<file path="src/rtl/wiper_pkg.sv">
// rtl/wiper_pkg.sv - speed command and sweep state types shared with the rain controller
package wiper_pkg;

  typedef enum logic [1:0] {
    SPD_OFF      = 2'd0,
    SPD_SLOW     = 2'd1,
    SPD_FAST     = 2'd2,
    SPD_FAST_ALT = 2'd3
  } speed_e;

  typedef enum logic [1:0] {
    ST_PARKED = 2'd0,
    ST_UP     = 2'd1,
    ST_DOWN   = 2'd2,
    ST_RETURN = 2'd3
  } sweep_state_e;

  localparam logic [2:0] ARM_MAX      = 3'd7;
  localparam int         DEF_SLOW_DIV = 4;
  localparam int         DEF_FAST_DIV = 2;
  localparam int         DIV_W        = 8;

  function automatic logic [7:0] arm_one_hot(input logic [2:0] pos);
    return 8'b0000_0001 << pos;
  endfunction

endpackage

</file>
<file path="src/rtl/wiper_prescaler.sv">
// rtl/wiper_prescaler.sv - step tick generator, one tick every div cycles
module wiper_prescaler
  import wiper_pkg::*;
(
  input  logic             clk_2,
  input  logic             reset,
  input  logic [DIV_W-1:0] div,
  input  logic             clear,
  output logic             tick
);

  localparam logic [DIV_W-1:0] ONE = {{(DIV_W-1){1'b0}}, 1'b1};

  logic [DIV_W-1:0] cnt;

  assign tick = (cnt == (div - ONE));

  always_ff @(posedge clk_2) begin
    if (reset) begin
      cnt <= '0;
    end else if (clear || tick) begin
      cnt <= '0;
    end else begin
      cnt <= cnt + ONE;
    end
  end

endmodule

</file>
<file path="src/rtl/wiper_sweep.sv">
// rtl/wiper_sweep.sv - wiper arm sweep sequencer driven by the rain controller speed
module wiper_sweep
  import wiper_pkg::*;
#(
  parameter int SLOW_DIV = DEF_SLOW_DIV,
  parameter int FAST_DIV = DEF_FAST_DIV
) (
  input  logic       clk_2,
  input  logic       reset,
  input  logic [1:0] speed,
  output logic [2:0] arm_pos,
  output logic [7:0] arm_bar,
  output logic       dir,
  output logic       moving,
  output logic [7:0] sweep_cnt
);

  localparam logic [DIV_W-1:0] SLOW_D = DIV_W'(SLOW_DIV);
  localparam logic [DIV_W-1:0] FAST_D = DIV_W'(FAST_DIV);

  speed_e           speed_q;
  sweep_state_e     state;
  sweep_state_e     state_nxt;
  logic [2:0]       arm_nxt;
  logic             cnt_inc;
  logic             clear_entry;
  logic             run;
  logic             tick;
  logic [DIV_W-1:0] div;
  logic [DIV_W-1:0] div_nxt;
  logic             clear;

  function automatic logic [DIV_W-1:0] div_for(input sweep_state_e s, input logic fast);
    return ((s == ST_UP || s == ST_DOWN) && fast) ? FAST_D : SLOW_D;
  endfunction

  assign run = (speed_q != SPD_OFF);

  // Clearing on the edge where div is about to change means the new rate
  // starts counting from 0 in the very first cycle it is in force.
  assign div     = div_for(state, speed_q[1]);
  assign div_nxt = reset ? SLOW_D : div_for(state_nxt, speed[1]);
  assign clear   = clear_entry || (div_nxt != div);

  wiper_prescaler u_prescaler (
    .clk_2 (clk_2),
    .reset (reset),
    .div   (div),
    .clear (clear),
    .tick  (tick)
  );

  always_comb begin
    state_nxt   = state;
    arm_nxt     = arm_pos;
    cnt_inc     = 1'b0;
    clear_entry = 1'b0;
    case (state)
      ST_PARKED: begin
        arm_nxt = 3'd0;
        if (run) begin
          state_nxt   = ST_UP;
          clear_entry = 1'b1;
        end
      end
      ST_UP: begin
        // An off command wins over a tick landing in the same cycle.
        if (!run) begin
          state_nxt   = ST_RETURN;
          clear_entry = 1'b1;
        end else if (tick) begin
          arm_nxt = arm_pos + 3'd1;
          if (arm_pos == ARM_MAX - 3'd1) state_nxt = ST_DOWN;
        end
      end
      ST_DOWN: begin
        if (!run) begin
          state_nxt   = ST_RETURN;
          clear_entry = 1'b1;
        end else if (tick) begin
          arm_nxt = arm_pos - 3'd1;
          if (arm_pos == 3'd1) begin
            cnt_inc   = 1'b1;
            state_nxt = ST_UP;
          end
        end
      end
      ST_RETURN: begin
        if (arm_pos == 3'd0) begin
          state_nxt = ST_PARKED;
        end else if (run) begin
          state_nxt = ST_DOWN;
        end else if (tick) begin
          arm_nxt = arm_pos - 3'd1;
          if (arm_pos == 3'd1) state_nxt = ST_PARKED;
        end
      end
      default: begin
        state_nxt = ST_PARKED;
      end
    endcase
  end

  always_ff @(posedge clk_2) begin
    if (reset) begin
      speed_q   <= SPD_OFF;
      state     <= ST_PARKED;
      arm_pos   <= 3'd0;
      dir       <= 1'b0;
      moving    <= 1'b0;
      sweep_cnt <= 8'd0;
    end else begin
      speed_q <= speed_e'(speed);
      state   <= state_nxt;
      arm_pos <= arm_nxt;
      dir     <= (state_nxt == ST_UP);
      moving  <= (state_nxt != ST_PARKED);
      if (cnt_inc) sweep_cnt <= sweep_cnt + 8'd1;
    end
  end

  assign arm_bar = arm_one_hot(arm_pos);

endmodule

</file>
<file path="config.mk">
export PLATFORM = sky130hd
export DESIGN_NAME = wiper_sweep
export DESIGN_NICKNAME = d
export VERILOG_FILES = /design/src/rtl/wiper_pkg.sv /design/src/rtl/wiper_prescaler.sv /design/src/rtl/wiper_sweep.sv
export SDC_FILE = /design/constraint.sdc
export NUM_CORES = 1
export LEC_CHECK = 0
export CAP_MARGIN = 20
export CORE_ASPECT_RATIO = 2
export CORE_MARGIN = 1.5
export CORE_UTILIZATION = 56
export CTS_CLUSTER_SIZE = 24
export DETAILED_ROUTE_END_ITERATION = 6
export PLACE_DENSITY = 0.83
export SETUP_SLACK_MARGIN = 0.05
export SKIP_CTS_REPAIR_TIMING = 1
export SLEW_MARGIN = 20
export SYNTH_ARGS = -nofsm -noshare
export SYNTH_HDL_FRONTEND = slang
export SYNTH_SLANG_ARGS = --single-unit
</file>
<file path="constraint.sdc">
create_clock -name clk_2 -period 4.6 [get_ports clk_2]
set_input_delay 0.46 -clock clk_2 [delete_from_list [all_inputs] [get_ports clk_2]]
set_output_delay 0.46 -clock clk_2 [all_outputs]
set_load 0.05 [all_outputs]
</file>
-- Word level (Yosys, flattened, before mapping)
Cells that the tools add are included.
- flip-flop bits (word level): 25
- logic and storage cells: 69
- output and inout port bits: 21
- input bits: 4
- reduce and logical (&&, ||, !) cells: 13
- muxes and demuxes: 29
- equal/unequal tests: 14
- add/subtract/negate cells: 5
- shifts and indexed selects: 1
- operator list (kind ; number):
    $mux 3 ; 9
    $mux 2 ; 11
    $add 8x1->8 const B ; 2
    $pmux 3 s4 ; 1
    $eq 8x8->1 ; 1
    $ne 2x2->1 const B ; 4
    $pmux 2 s4 ; 1
    $shl 1x3->8 const A ; 1
    $eq 2x2->1 const B ; 3
    $mux 1 ; 6
    $reduce_and 5->1 ; 1
    $eq 2x1->1 const B ; 2
    $logic_or 1x1->1 ; 4
    $reduce_bool 2->1 ; 2
    $reduce_or 2->1 ; 2
    $sub 3x1->4 const B ; 1
    $add 3x1->3 const B ; 1
    $eq 3x1->1 const B ; 1
    $eq 3x3->1 const B ; 1
    $logic_not 3->1 ; 1
    $ne 3x3->1 ; 1
    $sub 3x1->3 const B ; 1
    $logic_and 1x1->1 ; 2
    $logic_not 2->1 ; 1
    2 further kinds ; 2

-- Depth between registers and ports, before layout
Gate-level depths: netlist of the first run.
- word-level depth: 19
- mapped depth: 13
- mapped depth without buffers: 12

-- By module
A second synthesis of the first run with hierarchy kept.
- cells, all modules: 214
- area, all modules: 1783.0 µm²
- by module, submodules not included (module ; seq. area each (µm²) ; cells an instance ; instances ; area each (µm²)):
    wiper_sweep ; 340.3 ; 140 ; 1 ; 1154.9
    wiper_prescaler ; 160.2 ; 74 ; 1 ; 628.1

-- Least setup slack after synthesis of the first run
No wires, ideal clock.
- path kind: register to register
- start: reg arm_pos[0]
- end: reg u_prescaler.cnt[2]
- cell stages (with the launch flop): 13
- clock period less this slack: 3089 ps
- setup time: 65 ps
- buffers on the path: 1
- arrival time: 3024 ps
- path slack: 1511 ps
- data required time: 4535 ps
- path through: dfxtp_1 ha_1 nand2b_1 a2111oi_4 mux2i_1 o32ai_1 inv_1 ha_1 nor2b_1 xnor2_1 or4_1 clkbuf_1 nor2_1
- cells in the longest elaborated chain, start to end: 15
- elaborated cells between the ends (all ways): 24
- those cells by class: eq/ne (5); mux (13); reduce/logical (6)
- ends and longest elaborated chain (item ; line ; text):
    start, declared ; wiper_sweep.sv:11 ; output logic [2:0] arm_pos,
    start signal, assigned ; wiper_sweep.sv:115 ; arm_pos <= arm_nxt;
    $eq 3x1->1 ; wiper_sweep.sv:82, wiper_sweep.sv:95 ;
    $mux 2 ; wiper_sweep.sv:95 ; if (arm_pos == 3'd1) state_nxt = ST_PARKED;
    $mux 2 ; wiper_sweep.sv:93 ; end else if (tick) begin
    $mux 2 ; wiper_sweep.sv:91 ; end else if (run) begin
    $mux 2 ; wiper_sweep.sv:89 ; if (arm_pos == 3'd0) begin
    $pmux 2 s4 * ; wiper_sweep.sv:58 ; case (state)
    named net state_nxt[0] ; wiper_sweep.sv:23 ; sweep_state_e state_nxt;
    $eq 2x1->1 or $eq 2x2->1 (tied branches) ; wiper_sweep.sv:34 ; return ((s == ST_UP || s == ST_DOWN) && fast) ? FAST_D : SLOW_D;
    $logic_or 1x1->1 * ; wiper_sweep.sv:34 ;
    $logic_and 1x1->1 * ; wiper_sweep.sv:34 ;
    $mux 3 * ; wiper_sweep.sv:34 ;
    $mux 3 * ; wiper_sweep.sv:42 ; assign div_nxt = reset ? SLOW_D : div_for(state_nxt, speed[1]);
    $ne 3x3->1 * ; wiper_sweep.sv:43 ; assign clear = clear_entry || (div_nxt != div);
    $logic_or 1x1->1 * ; wiper_sweep.sv:43 ;
    $logic_or 1x1->1 * ; wiper_prescaler.sv:21 ; end else if (clear || tick) begin
    $reduce_or 2->1 (no line) * ; n/a ;
    end signal, assigned ; wiper_prescaler.sv:24 ; cnt <= cnt + ONE;
    end, declared ; wiper_prescaler.sv:14 ; logic [DIV_W-1:0] cnt;
Mark *: on every way through the listed nets, which the timed path passes. The rest lies on a longest branch.
A chain may end at the register's enable or synchronous reset.

-- Worst setup path in the final report of the first run
- start: reg state[0]
- end: reg u_prescaler.cnt[7]
- cells in the longest elaborated chain, start to end: 19
- elaborated cells between the ends (all ways): 33
- those cells by class: add/sub (1); eq/ne (7); mux (16); reduce/logical (9)
- ends and longest elaborated chain (item ; line ; text):
    start, declared ; wiper_sweep.sv:22 ; sweep_state_e state;
    start signal, assigned ; wiper_sweep.sv:114 ; state <= state_nxt;
    $eq 2x1->1 or $eq 2x2->1 (tied branches) ; wiper_sweep.sv:34, wiper_sweep.sv:58 ;
    $logic_or 1x1->1 ; wiper_sweep.sv:34 ;
    $logic_and 1x1->1 ; wiper_sweep.sv:34 ;
    $mux 3 ; wiper_sweep.sv:34 ;
    $sub 3x1->4 ; wiper_prescaler.sv:16 ; assign tick = (cnt == (div - ONE));
    $eq 8x8->1 ; wiper_prescaler.sv:16 ;
    $mux 2 ; wiper_sweep.sv:93 ;
    $mux 2 ; wiper_sweep.sv:91 ;
    [... 2 more ...] ; n/a ;
    named net state_nxt[0] ; wiper_sweep.sv:23 ;
    [... 1 more ...] ; n/a ;
    $logic_or 1x1->1 * ; wiper_sweep.sv:34 ;
    $logic_and 1x1->1 * ; wiper_sweep.sv:34 ;
    $mux 3 * ; wiper_sweep.sv:34 ;
    $mux 3 * ; wiper_sweep.sv:42 ;
    $ne 3x3->1 * ; wiper_sweep.sv:43 ;
    $logic_or 1x1->1 * ; wiper_sweep.sv:43 ;
    $logic_or 1x1->1 * ; wiper_prescaler.sv:21 ;
    $reduce_or 2->1 (no line) * ; n/a ;
Marks and branches as above.

==> flow_metrics.tcl, run 1 <==
set metrics [dict create \
    hold_path_class "reg -> reg" \
    p_leak_nw 0.692 \
    finalCriticalPeriod_ns 3.59 \
    grt.total_usage_pct 24.6 \
    route.vias.total 1357 \
    finClkSkew_ns 0.00389 \
    total_power_w 0.000633 \
    area_growth_from_synthesis_to_final_layout_pct 19.9 \
    wire_length_of_the_first_global_routing_pass_um 5490 \
    layout_worst_path_cycle_share_pct 78.1 \
    post_route_cells_drive_above_1_share_pct 5.39 \
    synth_fp_nets 201 \
    holdCritStartpoint "u_prescaler.cnt[0]$_SDFF_PP0_" \
    grt_max_degree 19 \
    syn-instance-count 181 \
    r2r-start "state[0]$_SDFF_PP0_" \
    fin_ws_ns 1.01 \
    yosys.area_share.simple_pct 27.0 \
    dp_hpwl_um 2580 \
    largest_family_of_logic_cells_by_synthesized_area "simple AND/OR/NAND/NOR gates" \
    postSynth.topFlopCell "sky130_fd_sc_hd__dfxtp_1" \
    vias_per_cell 5.85 \
    finalHoldViolations 0 \
    cts-root-buf "sky130_fd_sc_hd__clkbuf_8" \
    drc 0 \
    setup.worst_path.class "reg -> reg" \
    fin_tns_setup_ns 0 \
    total_overflow_reported_by_the_global_router 0 \
    cts_num_sinks 25 \
    nNetsFinal 225 \
    dp_cells 228 \
    cp_num_buf_inv 2 \
    cp_cell_sequence "inv_1 -> ha_1 -> nand3b_1 -> a2111oi_0 -> a22oi_1 -> o32ai_1 -> inv_1 -> ha_1 -> nor2b_1 -> xnor2_1 -> or4_1 -> nor2_1" \
    run_status "completed" \
    chipHeight_um 76.3 \
    die_span_in_x_um 39.7 \
    detailedRoute.firstIterationViolations 31 \
    cp-start-kind "register" \
    first_pass_detailed_route_iteration_total 4 \
    io_buffer_count 24 \
    clock_tree.htree_level_count 1 \
    area.sequential_um2 500 \
    critPathMaxStageDelay_ns 0.69 \
    ir_drop_v 0.000261 \
    timing.max_cap.violations 0 \
    cp.required_ns 4.81 \
    cell_variety_after_synth 38 \
    fin_util_pct 71.2 \
    ctsLongestPathBuffers 2 \
    diodes 0 \
    slew_hr_pct 54.8 \
    dp_slack_ns 1.09 \
    routed_wirelength_um 3340 \
    finish.cell_count_without_fillers 232 \
    synth_warnings 0 \
    worst_slew_pin_slew_ns 0.661 \
    multi_input_comb_area_um2 936 \
    synth.area.mux_share_pct 2.66 \
    timing.final.max_slew_violations 0 \
    crit_path_top_delay_cell "sky130_fd_sc_hd__a2111oi_0" \
    crit_path_max_delay_family "compound AO/OA/AOI/OAI gates" \
    boundaryPins 25 \
    initial_utilization_pct 59.3 \
    power_density_nw_per_um2 351 \
    cts.clk_slew.worst_paths_ns 0.09 \
    synth_compound_area_share_pct 12.8 \
    tritoncts "done" \
    drt.antenna.violating_nets 0 \
    worstSetupEndpointType "register" \
    achievable-frequency_mhz 278 \
    synth-adder-area-share_pct 13.3 \
    synth.ff_latch_count 25 \
    first_global_vias 1300 \
    number_of_antenna_violations_at_the_first_check_in_global_routing 0 \
    worst_setup_path_startpoint "state[0]$_SDFF_PP0_" \
    avgSynthCellArea_um2 8.32 \
    synth_edf_count 0 \
    cts_inserted_buffers 3 \
    setup_viol 0 \
    rsz0062_at_grt "no" \
    timing.critical_path.arrival_ns 3.80 \
    synth_sequential_area_ratio_pct 33.3 \
    fp.dieArea_um2 3030 \
    routedWlPerCell_um 14.4 \
    floorplan.rows 26 \
    place.gp.congestion 0.911 \
    critical_path.max_fanout 8 \
    core-area_um2 2540 \
    syn-cell-area_um2 1510 \
    fillerInstances 204 \
    ys_async_sr_fraction_pct 0 \
    clkLatencyLatePin_ns 0.27 \
    synthXorXnorAreaFrac_pct 6.40 \
]
-- cells in the mapped netlist, drive strengths merged (4+ instances only) --
library cell	count	area [µm²]
o21ai	12	60.1
xor2	9	78.8
inv	13	48.8
nor2b	5	31.3
dfxtp	25	500
mux2i	4	40.0
nand3	11	60.1
clkbuf	4	15.0
or3	5	31.3
a21oi	7	35.0
ha	16	200
nor2	26	97.6
nand2	8	30.0
-- area by class of cell --
cell class / instances / share of cell area, %
clock buffer: 4 / 2.49
inverter: 13 / 2.70
multi-input combinational: 138 / 51.8
sequential: 25 / 27.7
tap: 28 / 1.94
timing repair buffer: 24 / 13.3
-- cells in the final DEF, fill, tap and decap left out, types with 4 or more instances in the layout --
master                            instances
sky130_fd_sc_hd__a21oi_1                  7
sky130_fd_sc_hd__clkdlybuf4s50_1         24
sky130_fd_sc_hd__dfxtp_1                 25
sky130_fd_sc_hd__ha_1                    16
sky130_fd_sc_hd__inv_1                   13
sky130_fd_sc_hd__mux2i_1                  4
sky130_fd_sc_hd__nand2_1                  8
sky130_fd_sc_hd__nand3_1                 10
sky130_fd_sc_hd__nor2_1                  26
sky130_fd_sc_hd__nor2b_1                  5
sky130_fd_sc_hd__o21ai_0                 12
sky130_fd_sc_hd__or3_1                    5
sky130_fd_sc_hd__xor2_1                   9
-- state kept, by name (all words and copies together) (netlist names) --
register	flops
speed_q	2
u_prescaler.cnt	8
sweep_cnt	8
state	2
arm_pos	3
dir	1
moving	1
-- logic make-up after synthesis --
| group | count (synthesis) |
|---|---|
| buffers and inverters | 18 |
| AOI/OAI and AO/OA | 29 |
| DFF | 25 |
| and+or+nand+nor | 78 |
| xor gates and xnor gates | 11 |
| muxes | 4 |
| adders and majority gates | 16 |
-- power by group --
| group | internal (W) | total [W] | switching (W) |
|---|---|---|---|
| sequential | 0.000236 | 0.000257 | 0.0000214 |
| clock | 0.0000620 | 0.000132 | 0.0000697 |
| combinational | 0.0000899 | 0.000245 | 0.000155 |
| total | 0.000387 | 0.000633 | 0.000246 |
-- worst register-to-register path: cells and delay by family, from the launching register on --
family,cells,cell delay [ns]
AND/OR/NAND/NOR,4,1.06
XOR/XNOR,1,0.07
buffers and inverters,2,0.23
flip-flops,1,0.45
AO/OA/AOI/OAI,3,1.07
adder cells (fa/ha/maj),2,0.64
-- per-layer routing --
| metal | wire length, µm | GRT usage [%] |
|---|---|---|
| met1 | 1230 | 24.5 |
| met2 | 2000 | 45.9 |
| met3 | 62 | 3.50 |
| met4 | 44 | 8.62 |
| met5 | 0 | 0 |
-- through the flow --
| step | hold WS [ns] | instance area, µm² |
|---|---|---|
| finish | 0.510 | 1810 |
| global route | 0.531 | 1810 |
| CTS | 0.512 | 1810 |
| detailed placement | 0.494 | 1760 |
| global placement | 0.469 | 1760 |
| floorplan | 0.445 | 1510 |
-- path summary, 6_finish.rpt --
check	endpoint	cells past startpoint	slack, ns
setup reg to reg	u_prescaler.cnt[7]$_SDFF_PP0_	12	1.01
hold reg to reg	u_prescaler.cnt[0]$_SDFF_PP0_	1	0.51
hold / removal	u_prescaler.cnt[0]$_SDFF_PP0_	1	0.51
setup / recovery	u_prescaler.cnt[7]$_SDFF_PP0_	12	1.01
No activity file was read; power rests on OpenSTA's default activity.
==> inputs of run 2 (changes only) <==
CORE_UTILIZATION = 47   (was 56)
PLACE_DENSITY = 0.75   (was 0.83)
clock period = 3.2 ns   (was 4.6 ns; I/O delays follow)
==> flow_metrics.tcl, run 2 (synthesis results as in run 1) <==
set metrics [dict create \
    crit_path_frequent_cell "sky130_fd_sc_hd__inv_1" \
    r2r-start "state[0]$_SDFF_PP0_" \
    chipHeight_um 83.0 \
    total_power_w 0.000999 \
    biggestRegsByFlops "sweep_cnt x8, u_prescaler.cnt x8, arm_pos x3" \
    timing.critical_path.arrival_ns 3.16 \
    number_of_antenna_violations_at_the_first_check_in_global_routing 0 \
    fp.dieArea_um2 3570 \
    mostFrequentLayoutCell "sky130_fd_sc_hd__nor2_1" \
    run_status "completed" \
    boundaryPins 25 \
    grt.total_usage_pct 20.7 \
    initial_utilization_pct 50.0 \
    crit_path_max_delay_family "simple AND/OR/NAND/NOR gates" \
    tritoncts "done" \
    dp_cells 238 \
    detailedRoute.firstIterationViolations 37 \
    floorplan.rows 28 \
    cp.required_ns 3.41 \
    drt.antenna.violating_nets 0 \
    wire_length_of_the_first_global_routing_pass_um 5800 \
    ir_drop_v 0.000335 \
    vias_per_cell 5.78 \
    drc 0 \
    cp_cell_sequence "inv_1 -> ha_4 -> nand3b_1 -> buf_4 -> a2111oi_4 -> mux2i_1 -> o32ai_2 -> inv_1 -> ha_1 -> nor2b_2 -> xnor2_1 -> or4_4 -> nor2_1" \
    nNetsFinal 233 \
    ctsLongestPathBuffers 2 \
    setup.worst_path.class "reg -> reg" \
    holdCritStartpoint "sweep_cnt[7]$_SDFFE_PP0P_" \
    cts_inserted_buffers 3 \
    critical_path.max_fanout 8 \
    worst_setup_path_startpoint "state[0]$_SDFF_PP0_" \
    hold_path_class "reg -> reg" \
    clkLatencyLatePin_ns 0.27 \
    slew_hr_pct 66.1 \
    cts-root-buf "sky130_fd_sc_hd__clkbuf_8" \
    core-area_um2 3010 \
    reg2reg_slack_ns 0.25 \
    rsz0062_at_grt "no" \
    clock_tree.htree_level_count 1 \
    crit_path_top_delay_cell "sky130_fd_sc_hd__or4_4" \
    holdPathEnd "sweep_cnt[7]$_SDFFE_PP0P_" \
    cts.clk_slew.worst_paths_ns 0.09 \
    critPathMaxStageDelay_ns 0.48 \
    die_span_in_x_um 43.0 \
    setup_viol 0 \
    routedWlPerCell_um 14.5 \
    finish.cell_count_without_fillers 242 \
    finalCriticalPeriod_ns 2.95 \
    cp_num_buf_inv 3 \
    diodes 0 \
    total_overflow_reported_by_the_global_router 0 \
    fin_util_pct 63.1 \
    power_density_nw_per_um2 525 \
    timing.final.max_slew_violations 0 \
    highest_layer "met4" \
    post_route_cells_drive_above_1_share_pct 11.8 \
    fillerInstances 265 \
    io_buffer_count 24 \
    cp-start-kind "register" \
    detailroute.wirelength.met2_um 2130 \
    cts_num_sinks 25 \
    achievable-frequency_mhz 339 \
    timing.reg2reg.worst_path_depth 13 \
    area_growth_from_synthesis_to_final_layout_pct 26.3 \
    layout.cells.most_common_list "sky130_fd_sc_hd__nor2_1, sky130_fd_sc_hd__dfxtp_1, sky130_fd_sc_hd__clkdlybuf4s50_1" \
    worstSetupEndpointType "register" \
    worstReg2RegEnd "u_prescaler.cnt[4]$_SDFF_PP0_" \
    finalHoldViolations 0 \
    p_leak_nw 0.736 \
    finClkSkew_ns 0.00463 \
    first_global_vias 1375 \
    place.gp.congestion 0.883 \
    first_pass_detailed_route_iteration_total 4 \
    routed_wirelength_um 3500 \
    met3_wirelength_um 115 \
    detail_route.wirelength.met1_um 1190 \
    timing.max_cap.violations 0 \
    grt_max_degree 19 \
    worstHoldPathCells 2 \
    worst_slew_pin_slew_ns 0.507 \
    route.vias.total 1399 \
    layout_worst_path_cycle_share_pct 92.3 \
    dp_hpwl_um 2670 \
]
run 2: worst register-to-register path, delay by kind of cell, from the launching register on:
kind | cells | cell delay (ns)
flip-flops | 1 | 0.33
buffers and inverters | 3 | 0.34
AO/OA/AOI/OAI | 2 | 0.50
AND/OR/NAND/NOR | 4 | 0.86
multiplexers | 1 | 0.28
adder cells (fa/ha/maj) | 2 | 0.52
XOR/XNOR | 1 | 0.07
run 2: report_power, final:
part | total (W) | internal [W] | leakage, nW | switching [W]
logic | 0.000455 | 0.000189 | 0.510 | 0.000266
clock network | 0.000190 | 0.0000892 | 0.0228 | 0.000100
registers | 0.000354 | 0.000339 | 0.203 | 0.0000156
total | 0.000999 | 0.000617 | 0.736 | 0.000382
run 2: worst max path at each step:
stage / end / slack (ns) / cells past startpoint
global route: u_prescaler.cnt[4]$_SDFF_PP0_ / 0.03 / 13
global placement: u_prescaler.cnt[2]$_SDFF_PP0_ / 0.08 / 11
finish: u_prescaler.cnt[4]$_SDFF_PP0_ / 0.25 / 13
CTS: u_prescaler.cnt[4]$_SDFF_PP0_ / -0.15 / 11
detailed placement: u_prescaler.cnt[4]$_SDFF_PP0_ / -0.07 / 12
floorplan: u_prescaler.cnt[2]$_SDFF_PP0_ / 0.11 / 12
run 2: area by class of cell:
class / instances / area, µm² / area share [%]
multi-input cells: 138 / 968 / 51.0
flip-flops and latches: 25 / 500 / 26.3
repair buffers: 32 / 300 / 15.8
inverters: 13 / 48.8 / 2.57
clock buffers: 4 / 45.0 / 2.37
well taps: 30 / 37.5 / 1.97
run 2: routing by layer:
layer | up-vias | GRT usage [%]
met5 | - | 0
met4 | 0 | 7.71
met3 | 7 | 2.61
met2 | 50 | 42.0
met1 | 660 | 19.0
li1 | 682 | -
run 2: stage by stage:
stage / setup TNS [ns] / worst slack (ns) / cell area [µm²] / hold slack, ns
after floorplan: 0 / 0.111 / 1510 / 0.445
after global placement: 0 / 0.0790 / 1820 / 0.470
after detailed placement: -0.300 / -0.0658 / 1820 / 0.487
after CTS: -0.953 / -0.145 / 1870 / 0.499
after global routing: 0 / 0.0314 / 1900 / 0.519
final: 0 / 0.247 / 1900 / 0.498
